**src/rtl/sound_pkg.sv**
```systemverilog
// Shared types and ROM helpers for the tone sequencer: note ids, half-period
// table, per-effect melody ROM and the sequencer state encoding.
package sound_pkg;

  localparam int unsigned HALF_W = 17;

  typedef enum logic [2:0] {END, C4, G4, A4, C5, E5, G5, C6} note_t;

  typedef enum logic [1:0] {IDLE, PLAY, GAP} state_t;

  // Half-period in clocks at 50 MHz; END maps to 0 (silent).
  function automatic logic [HALF_W-1:0] note_half_period(input note_t n);
    logic [HALF_W-1:0] hp;
    case (n)
      C4:      hp = 17'd95556;
      G4:      hp = 17'd63776;
      A4:      hp = 17'd56818;
      C5:      hp = 17'd47778;
      E5:      hp = 17'd37921;
      G5:      hp = 17'd31888;
      C6:      hp = 17'd23889;
      default: hp = 17'd0;
    endcase
    return hp;
  endfunction

  // Melody ROM indexed by effect id and note index; unused slots read END.
  function automatic note_t melody_note(input logic [3:0] tone, input logic [1:0] idx);
    note_t n;
    case ({tone, idx})
      {4'd1, 2'd0}: n = G4;
      {4'd1, 2'd1}: n = C4;
      {4'd2, 2'd0}: n = C5;
      {4'd2, 2'd1}: n = E5;
      {4'd2, 2'd2}: n = G5;
      {4'd2, 2'd3}: n = C6;
      {4'd3, 2'd0}: n = C5;
      {4'd3, 2'd1}: n = A4;
      {4'd3, 2'd2}: n = G4;
      {4'd3, 2'd3}: n = C4;
      {4'd4, 2'd0}: n = E5;
      {4'd4, 2'd1}: n = G5;
      {4'd5, 2'd0}: n = G5;
      {4'd5, 2'd1}: n = C6;
      {4'd6, 2'd0}: n = C6;
      default:      n = END;
    endcase
    return n;
  endfunction

endpackage

```
**src/rtl/square_wave_gen.sv**
```systemverilog
// Square wave generator: toggles the output every half_period clocks, held
// at zero (count and wave) while clear is asserted or run is low.
module square_wave_gen
  import sound_pkg::*;
(
  input  logic              clk,
  input  logic              resetN,
  input  logic              clear,
  input  logic              run,
  input  logic [HALF_W-1:0] half_period,
  output logic              wave
);

  logic [HALF_W-1:0] cnt_q, cnt_d;
  logic              wave_q, wave_d;

  always_comb begin
    cnt_d  = cnt_q + HALF_W'(1);
    wave_d = wave_q;
    if (clear || !run || half_period == '0) begin
      cnt_d  = '0;
      wave_d = 1'b0;
    end else if (cnt_q == half_period - HALF_W'(1)) begin
      cnt_d  = '0;
      wave_d = ~wave_q;
    end
  end

  always_ff @(posedge clk or negedge resetN) begin
    if (!resetN) begin
      cnt_q  <= '0;
      wave_q <= 1'b0;
    end else begin
      cnt_q  <= cnt_d;
      wave_q <= wave_d;
    end
  end

  assign wave = wave_q;

endmodule

```
**src/rtl/tone_sequencer.sv**
```systemverilog
// Tone sequencer: turns sound-controller requests into up-to-four-note
// melodies with fixed note/gap durations, driving a square wave and its half-period.
module tone_sequencer
  import sound_pkg::*;
#(
  parameter int unsigned CLKS_PER_MS = 50000,
  parameter int unsigned NOTE_MS     = 120,
  parameter int unsigned GAP_MS      = 20
) (
  input  logic        clk,
  input  logic        resetN,
  input  logic        enable_in,
  input  logic [3:0]  tone,
  output logic        square_out,
  output logic [16:0] note_div,
  output logic        sound_on,
  output logic        busy
);

  localparam int unsigned PW = (CLKS_PER_MS > 1) ? $clog2(CLKS_PER_MS) : 1;
  localparam int unsigned MW = 8;

  state_t            state_q, state_d;
  logic [1:0]        idx_q, idx_d;
  logic [3:0]        mel_q, mel_d;
  logic [PW-1:0]     presc_q, presc_d;
  logic [MW-1:0]     ms_q, ms_d;
  logic              en_prev_q;
  logic [3:0]        tone_prev_q;
  logic [HALF_W-1:0] note_div_q, note_div_d;
  logic              sound_on_q, sound_on_d;
  logic              busy_q, busy_d;

  logic trig_c, tick_c, entry_c, tone_ok_c, note_end_c, gap_end_c;

  // New request: valid id on a rising enable or a changed id.
  assign tone_ok_c  = (tone >= 4'd1) && (tone <= 4'd6);
  assign trig_c     = enable_in && tone_ok_c && (!en_prev_q || (tone != tone_prev_q));
  assign tick_c     = (presc_q == PW'(CLKS_PER_MS - 1));
  assign note_end_c = tick_c && (ms_q == MW'(NOTE_MS - 1));
  assign gap_end_c  = tick_c && (ms_q == MW'(GAP_MS - 1));

  always_comb begin
    state_d = state_q;
    idx_d   = idx_q;
    mel_d   = mel_q;
    presc_d = '0;
    ms_d    = '0;
    entry_c = 1'b0;
    if (trig_c) begin
      state_d = PLAY;
      idx_d   = 2'd0;
      mel_d   = tone;
      entry_c = 1'b1;
    end else begin
      case (state_q)
        IDLE: idx_d = 2'd0;
        PLAY: begin
          if (!enable_in) begin
            state_d = IDLE;
            idx_d   = 2'd0;
          end else if (note_end_c) begin
            state_d = GAP;
          end else begin
            presc_d = tick_c ? '0 : presc_q + PW'(1);
            ms_d    = tick_c ? ms_q + MW'(1) : ms_q;
          end
        end
        GAP: begin
          if (!enable_in) begin
            state_d = IDLE;
            idx_d   = 2'd0;
          end else if (gap_end_c) begin
            if (idx_q == 2'd3 || melody_note(mel_q, idx_q + 2'd1) == END) begin
              state_d = IDLE;
              idx_d   = 2'd0;
            end else begin
              state_d = PLAY;
              idx_d   = idx_q + 2'd1;
              entry_c = 1'b1;
            end
          end else begin
            presc_d = tick_c ? '0 : presc_q + PW'(1);
            ms_d    = tick_c ? ms_q + MW'(1) : ms_q;
          end
        end
        default: begin
          state_d = IDLE;
          idx_d   = 2'd0;
        end
      endcase
    end

    sound_on_d = (state_d == PLAY);
    busy_d     = (state_d != IDLE);
    note_div_d = (state_d == PLAY) ? note_half_period(melody_note(mel_d, idx_d)) : '0;
  end

  always_ff @(posedge clk or negedge resetN) begin
    if (!resetN) begin
      state_q     <= IDLE;
      idx_q       <= '0;
      mel_q       <= '0;
      presc_q     <= '0;
      ms_q        <= '0;
      en_prev_q   <= 1'b0;
      tone_prev_q <= '0;
      note_div_q  <= '0;
      sound_on_q  <= 1'b0;
      busy_q      <= 1'b0;
    end else begin
      state_q     <= state_d;
      idx_q       <= idx_d;
      mel_q       <= mel_d;
      presc_q     <= presc_d;
      ms_q        <= ms_d;
      en_prev_q   <= enable_in;
      tone_prev_q <= tone;
      note_div_q  <= note_div_d;
      sound_on_q  <= sound_on_d;
      busy_q      <= busy_d;
    end
  end

  // Driven from next-state values so the wave restarts at 0 on each PLAY entry.
  square_wave_gen u_wave (
    .clk         (clk),
    .resetN      (resetN),
    .clear       (entry_c),
    .run         (state_d == PLAY),
    .half_period (note_div_d),
    .wave        (square_out)
  );

  assign note_div = note_div_q;
  assign sound_on = sound_on_q;
  assign busy     = busy_q;

endmodule

```
**config.mk**
```make
export PLATFORM = sky130hd
export DESIGN_NAME = tone_sequencer
export DESIGN_NICKNAME = d
export VERILOG_FILES = /design/src/rtl/sound_pkg.sv /design/src/rtl/square_wave_gen.sv /design/src/rtl/tone_sequencer.sv
export SDC_FILE = /design/constraint.sdc
export NUM_CORES = 1
export LEC_CHECK = 0
export ABC_CLOCK_PERIOD_IN_PS = 16300
export CAP_MARGIN = 20
export CORE_MARGIN = 1
export CORE_UTILIZATION = 52
export DETAILED_ROUTE_END_ITERATION = 16
export GPL_TIMING_DRIVEN = 0
export HOLD_SLACK_MARGIN = 0.15
export PLACE_DENSITY_LB_ADDON = 0.1
export SLEW_MARGIN = 30
export SYNTH_ARGS = -nofsm -noshare
export SYNTH_HDL_FRONTEND = slang
export SYNTH_SLANG_ARGS = --single-unit
```
**constraint.sdc**
```tcl
create_clock -name clk -period 16.3 [get_ports clk]
set_input_delay 2.445 -clock clk [delete_from_list [all_inputs] [get_ports clk]]
set_output_delay 2.445 -clock clk [all_outputs]
set_load 0.05 [all_outputs]
```
### After elaboration in Yosys (flattened, before gate mapping)

Memory sizes are Yosys's and may differ from the RTL's.
Index checks and enable logic that the tools add are counted.

* memories kept: 2
* output and inout bits: 20
* bits in registers: 74
* logic and storage cells: 99
* bits in read-only memories: 192

Memory list
* (name not given): words 32, width 3, rd ports 1, clocked after memory_dff 0, write ports 0, RTL line sound_pkg.sv:30 `case ({tone, idx})`
* (name not given): words 32, width 3, rd ports 1, clocked after memory_dff 0, write ports 0, RTL line sound_pkg.sv:30

* reduce and logical (&&, ||, !) cells: 16
* mux-type cells: 45
* bitwise operators: 1
* magnitude comparators: 2
* $add $sub $neg: 5
* equality and inequality tests: 16

Operator list (number)
* case mux 17 bit (7 select lines): 1
* two-way mux 16 bit: 6
* two-way mux 17 bit: 3
* two-way mux 8 bit: 6
* case mux 16 bit (2 select lines): 1
* two-way mux 2 bit: 10
* two-way mux 3 bit: 6
* adder 17 x 1 -> 17 bit (second input constant): 1
* equality test 17 bit: 1
* logical NOT 17 bit: 1
* subtractor 17 x 1 -> 17 bit (second input constant): 1
* adder 16 x 1 -> 16 bit (second input constant): 1
* equality test 16 bit (second input constant): 1
* case mux 8 bit (2 select lines): 1
* equality test 3 bit (second input constant): 4
* adder 8 x 1 -> 8 bit (second input constant): 1
* equality test 8 x 5 -> 1 bit (second input constant): 1
* equality test 8 x 7 -> 1 bit (second input constant): 1
* two-way mux 1 bit: 8
* equality test 3 x 2 -> 1 bit (second input constant): 2
* case mux 2 bit (3 select lines): 1
* logical AND 1 bit: 5
* equality test 2 x 1 -> 1 bit (second input constant): 2
* equality test 2 bit (second input constant): 2
* other kinds (13): 18

### Longest topological paths before layout

Gate-level depths: netlist of the first run.
An unclocked memory read counts as a cell.

* depth after elaboration: 23
* mapped depth: 29

### Modules after synthesis

A second synthesis of the first run with hierarchy kept.

* cell total of the unflattened synthesis: 509
* area total of the unflattened synthesis: 4740.8 µm²

By module, submodules not included
* tone_sequencer: times used 1, cells an instance 300, area an instance 2959.1 µm²
* square_wave_gen: times used 1, cells an instance 209, area an instance 1781.7 µm²

### Worst setup path after synthesis of the first run

OpenSTA, ideal clock, no wires.

* path kind: input to register
* from: in tone[2]
* to: reg u_wave.cnt_q[7]
* library setup time: 0.134 ns
* buffers on the path: 6
* required time: 16.166 ns
* setup slack: 9.002 ns
* stages on the path: 29
* data arrival time: 7.165 ns
* cell sequence: buf_4 -> or3_1 -> nand4b_2 -> a21oi_2 -> buf_2 -> nor2_2 -> nand2_4 -> ha_1 -> o22ai_1 -> nand2_1 -> o32ai_2 -> buf_4 -> nand3_1 -> o21ai_0 -> nand2_1 -> ha_1 -> ha_1 -> clkbuf_1 -> a21oi_1 -> nand2_1 -> a31oi_1 -> o41ai_1 -> a221oi_1 -> nand4_1 -> nor4_4 -> and3_1 -> buf_6 -> buf_12 -> nor3_2

* longest elaborated chain between the ends: 14
* elaborated cells between the ends (all ways): 31

RTL lines
* start, declared: RTL line tone_sequencer.sv:13 `input logic [3:0] tone,`
* greater-or-equal comparator 4 x 1 -> 1 bit / <= comparator 4 x 3 -> 1 bit (equally long branches): RTL line tone_sequencer.sv:37 `assign tone_ok_c = (tone >= 4'd1) && (tone <= 4'd6);`
* logical AND 1 bit: RTL line tone_sequencer.sv:37
* logical AND 1 bit (2 in series): RTL line tone_sequencer.sv:38 `assign trig_c = enable_in && tone_ok_c && (!en_prev_q || (tone != tone_prev_q));`
* two-way mux 2 bit / two-way mux 4 bit (equally long branches): RTL line tone_sequencer.sv:50 `if (trig_c) begin`
* memory read (32 x 3 bit)
* two-way mux 3 bit: RTL line sound_pkg.sv:30
* equality test 3 bit, or another cell as far along: RTL line sound_pkg.sv:14 `case (n)`
* case mux 17 bit (7 select lines): RTL line sound_pkg.sv:14
* two-way mux 17 bit: RTL line tone_sequencer.sv:96 `note_div_d = (state_d == PLAY) ? note_half_period(melody_note(mel_d, idx_d)) : '0;`
* subtractor 17 x 1 -> 17 bit: RTL line square_wave_gen.sv:23 `end else if (cnt_q == half_period - HALF_W'(1)) begin`
* equality test 17 bit: RTL line square_wave_gen.sv:23
* two-way mux 17 bit: RTL line square_wave_gen.sv:23
* two-way mux 17 bit (*): RTL line square_wave_gen.sv:20 `if (clear || !run || half_period == '0) begin`
* via u_wave.cnt_d[7]: RTL line square_wave_gen.sv:14 `logic [HALF_W-1:0] cnt_q, cnt_d;`
* end signal, assigned: RTL line square_wave_gen.sv:34 `cnt_q <= cnt_d;`
* end, declared: RTL line square_wave_gen.sv:14

Mark *: on every way through the listed nets, which the timed path passes. The rest lies on a longest branch.
A chain may end at the register's enable or synchronous reset.

### Final worst setup path of the first run

* from: in tone[0]
* to: reg u_wave.cnt_q[9]

The elaborated chain is that of the path after synthesis.

==> results of run 1 <==
## final cells by class
class	instances	area [um^2]	share of cell area, %
multi-input cells	373	2610	49.1
flip-flops and latches	71	1780	33.4
repair buffers	26	275	5.18
plain buffers	31	196	3.69
well taps	108	135	2.54
clock buffers	9	124	2.33
clock inverters	7	103	1.93
inverters	25	96.3	1.81
## final timing paths
check / cells past startpoint / endpoint / slack, ps
hold reg to reg: 1 / presc_q[0]$_DFF_PN0_ / 480
max in group asynchronous: 2 / u_wave.cnt_q[7]$_DFF_PN0_ / 13750
setup / recovery: 30 / u_wave.cnt_q[9]$_DFF_PN0_ / 8060
setup reg to reg: 28 / u_wave.cnt_q[9]$_DFF_PN0_ / 9940
hold / removal: 1 / presc_q[0]$_DFF_PN0_ / 480
min in group asynchronous: 1 / tone_prev_q[2]$_DFF_PN0_ / 2000
## cells in the final DEF, fill, tap and decap left out, types with 4 or more instances in the layout
cell and instances:
a21o_1 4, a21oi_1 15, and2_1 5, and3_1 15
buf_2 6, buf_4 10, clkbuf_1 10, clkbuf_8 9
clkdlybuf4s50_1 24, dfrtp_1 71, ha_1 13, inv_1 22
mux2i_1 4, nand2_1 42, nand3_1 33, nand4_1 9
nor2_1 55, nor2b_1 7, nor3_1 12, nor3_2 11
o21ai_0 11, xnor2_1 21, xor2_1 25
## power by group
| group | switching, W | internal, W |
|---|---|---|
| combinational | 0.000162 | 0.0000865 |
| clock | 0.0000749 | 0.0000880 |
| sequential | 0.0000105 | 0.000193 |
## registers in the layout (all words and copies together), names as in the netlist
register,cells
busy,1
u_wave.wave,1
sound_on,1
presc_q,16
idx_q,2
u_wave.cnt_q,17
note_div,14
en_prev_q,1
tone_prev_q,4
ms_q,8
mel_q,4
state_q,2
## kinds of logic (layout without fill, tap and decap cells)
kind of cell,Yosys count,count (layout),synth area share [%]
simple gates,217,217,25.9
compound gates,89,89,16.2
flops,71,71,37.9
buf+inv,56,98,6.25
xor+xnor,46,46,8.61
fa+ha+maj,14,14,3.71
mux,6,6,1.34
other cells,1,1,0.0801
## per-stage QoR
stage / setup slack, ps / utilization (%) / instance area, um^2 / total power (W) / hold WS, ps
CTS: 8090 / 61.0 / 5320 / 0.000617 / 488
floorplan: 9000 / - / 4680 / 0.000384 / 448
detailed placement: 7740 / 58.4 / 5090 / 0.000452 / 475
finish: 8060 / 61.0 / 5320 / 0.000614 / 480
global placement: 7750 / 58.1 / 5070 / 0.000449 / 470
global route: 7570 / 61.0 / 5320 / 0.000645 / 517
## worst max-delay path: cells and delay by family
kind | cells | cell delay (ps)
and+or+nand+nor | 11 | 1910
buffers and inverters | 7 | 1570
AOI/OAI and AO/OA | 8 | 1500
adders and majority gates | 3 | 860
xor gates and xnor gates | 1 | 170
## metal layers
metal / vias up / track usage, % / routed length [um] / share of wire [%]
met1: 1806 / 33.2 / 5010 / 48
met2: 104 / 36.9 / 4730 / 45
met4: 0 / 8.84 / 199 / 1.9
li1: 1850 / - / - / -
met3: 19 / 3.47 / 470 / 4.5
met5: - / 0 / 0 / 0
==> reports/results.ini, run 1 <==
[outcome]
status = finished clean

[finish]
layout-drive-gt1-share_pct = 14.9
nFillCells = 762
syn2layout_area_growth_pct = 13.6
final_cells = 650
antennaDiodeCount = 0
nets = 557

[placed_design]
hpwl_mm = 7.58
dp_cells = 634
portBuffers = 25
gp_congestion = 0.861

[synth]
syn-num-nets = 520
ys_top_cells_by_area = dfrtp_1 38%, xor2_1 4.7%, nor2_1 4.4%
syn_inst = 500
yosysUniqueCellTypes = 91
syn_area_um2 = 4680
yosys.cell_count.top_type = dfrtp_1
yosys.area.top_type = dfrtp_1
ys_warn_count = 0
synthArstFlopShare_pct = 100
ys_ff_latch = 71
synth.top_cell.area_share_pct = 37.9
postSynthAreaPerCell_um2 = 9.36
synth_common_cells = 71 x dfrtp_1, 55 x nor2_1, 42 x nand2_1, 33 x nand3_1, 25 x xor2_1
yosysSeqAreaShare_pct = 37.9
ys.flop_type = dfrtp_1
synth_edf_count = 0

[setup_path]
setup.worst_path.start = tone[0]
worst_ep_arrival_time_ps = 8480
max_stage_delay_ps = 430
cp_slowest_cell = clkdlybuf4s50_1
cp.required_ps = 16540
crit_path_end_kind = flop
start_kind = input port
critPathMaxFanout = 10
worstSetupPathType = in -> reg
r2r-start = idx_q[0]$_DFF_PN0_

[timing]
tightest_slew_ps = 564
slew_headroom_pct = 61.4
finClkSkew_ps = 6.88
rsz0062_at_grt = no
post-route-period-util_pct = 50.5
setup_viol = 0
fmax_mhz = 121
tns_ps = 0
fin_crit_ps = 8240
drv_slew = 0
hold_viol_final = 0

[floorplanning]
io_pins = 27
die_h_um = 96.9
die_w_um = 96.9
die_area_um2 = 9390
coreArea_um2 = 8720
initial_core_util_pct = 53.7
core.rowCount = 34

[detailed_routing]
post_drt_wl_per_cell_um = 16.0
drt-total-wl_mm = 10.4
num_vias = 3779
vias_per_cell = 5.81
drt_iter0_markers = 225
drc = 0
postRouteAntennaNets = 0
dr.pass1.iters = 5

[min_path]
min_path_type = reg -> reg
worstHoldStart = presc_q[0]$_DFF_PN0_

[clocking]
cts_setup_buffers = 0
cts_buffers = 9
htreeDepth = 3
cts-root-buf = clkbuf_8
clock_latency_ps = 360
postCtsResizedCells = 0
clockBufferDepth = 2
cts_hold_buf = 0
cts.sinks = 71
path_clk_slew_ps = 80
cts_tree = built

[job]
maxCapViolCount = 0

[power]
peakVddDrop_uv = 62.3
leakagePower_nw = 2.27
power_density_nw_per_um2 = 115

[global_route]
grt_max_degree = 45
grt_pass1_vias = 3660
gr-total-overflow = 0
antenna_found_initial = 0
grt_pass1_wl_mm = 17.9
track_usage_pct = 23.6

Note: power is estimated with default switching activity, not from simulation.
==> run 2, diff against run 1 <==
- ABC_CLOCK_PERIOD_IN_PS: 16300 -> 7840
- clock period: 16.3 -> 7.84 ns (I/O delays scaled with it)
==> results of run 2 <==
The final DEF is identical to that of run 1. Status: finished clean.
Main changes from that run: setup slack after placement 7740 ps -> 545 ps; setup slack after layout 8060 ps -> 870 ps; register-to-register setup slack 9940 ps -> 1480 ps; total power 0.000614 W -> 0.00128 W; worst IR drop on VDD 62.3 uV -> 130 uV
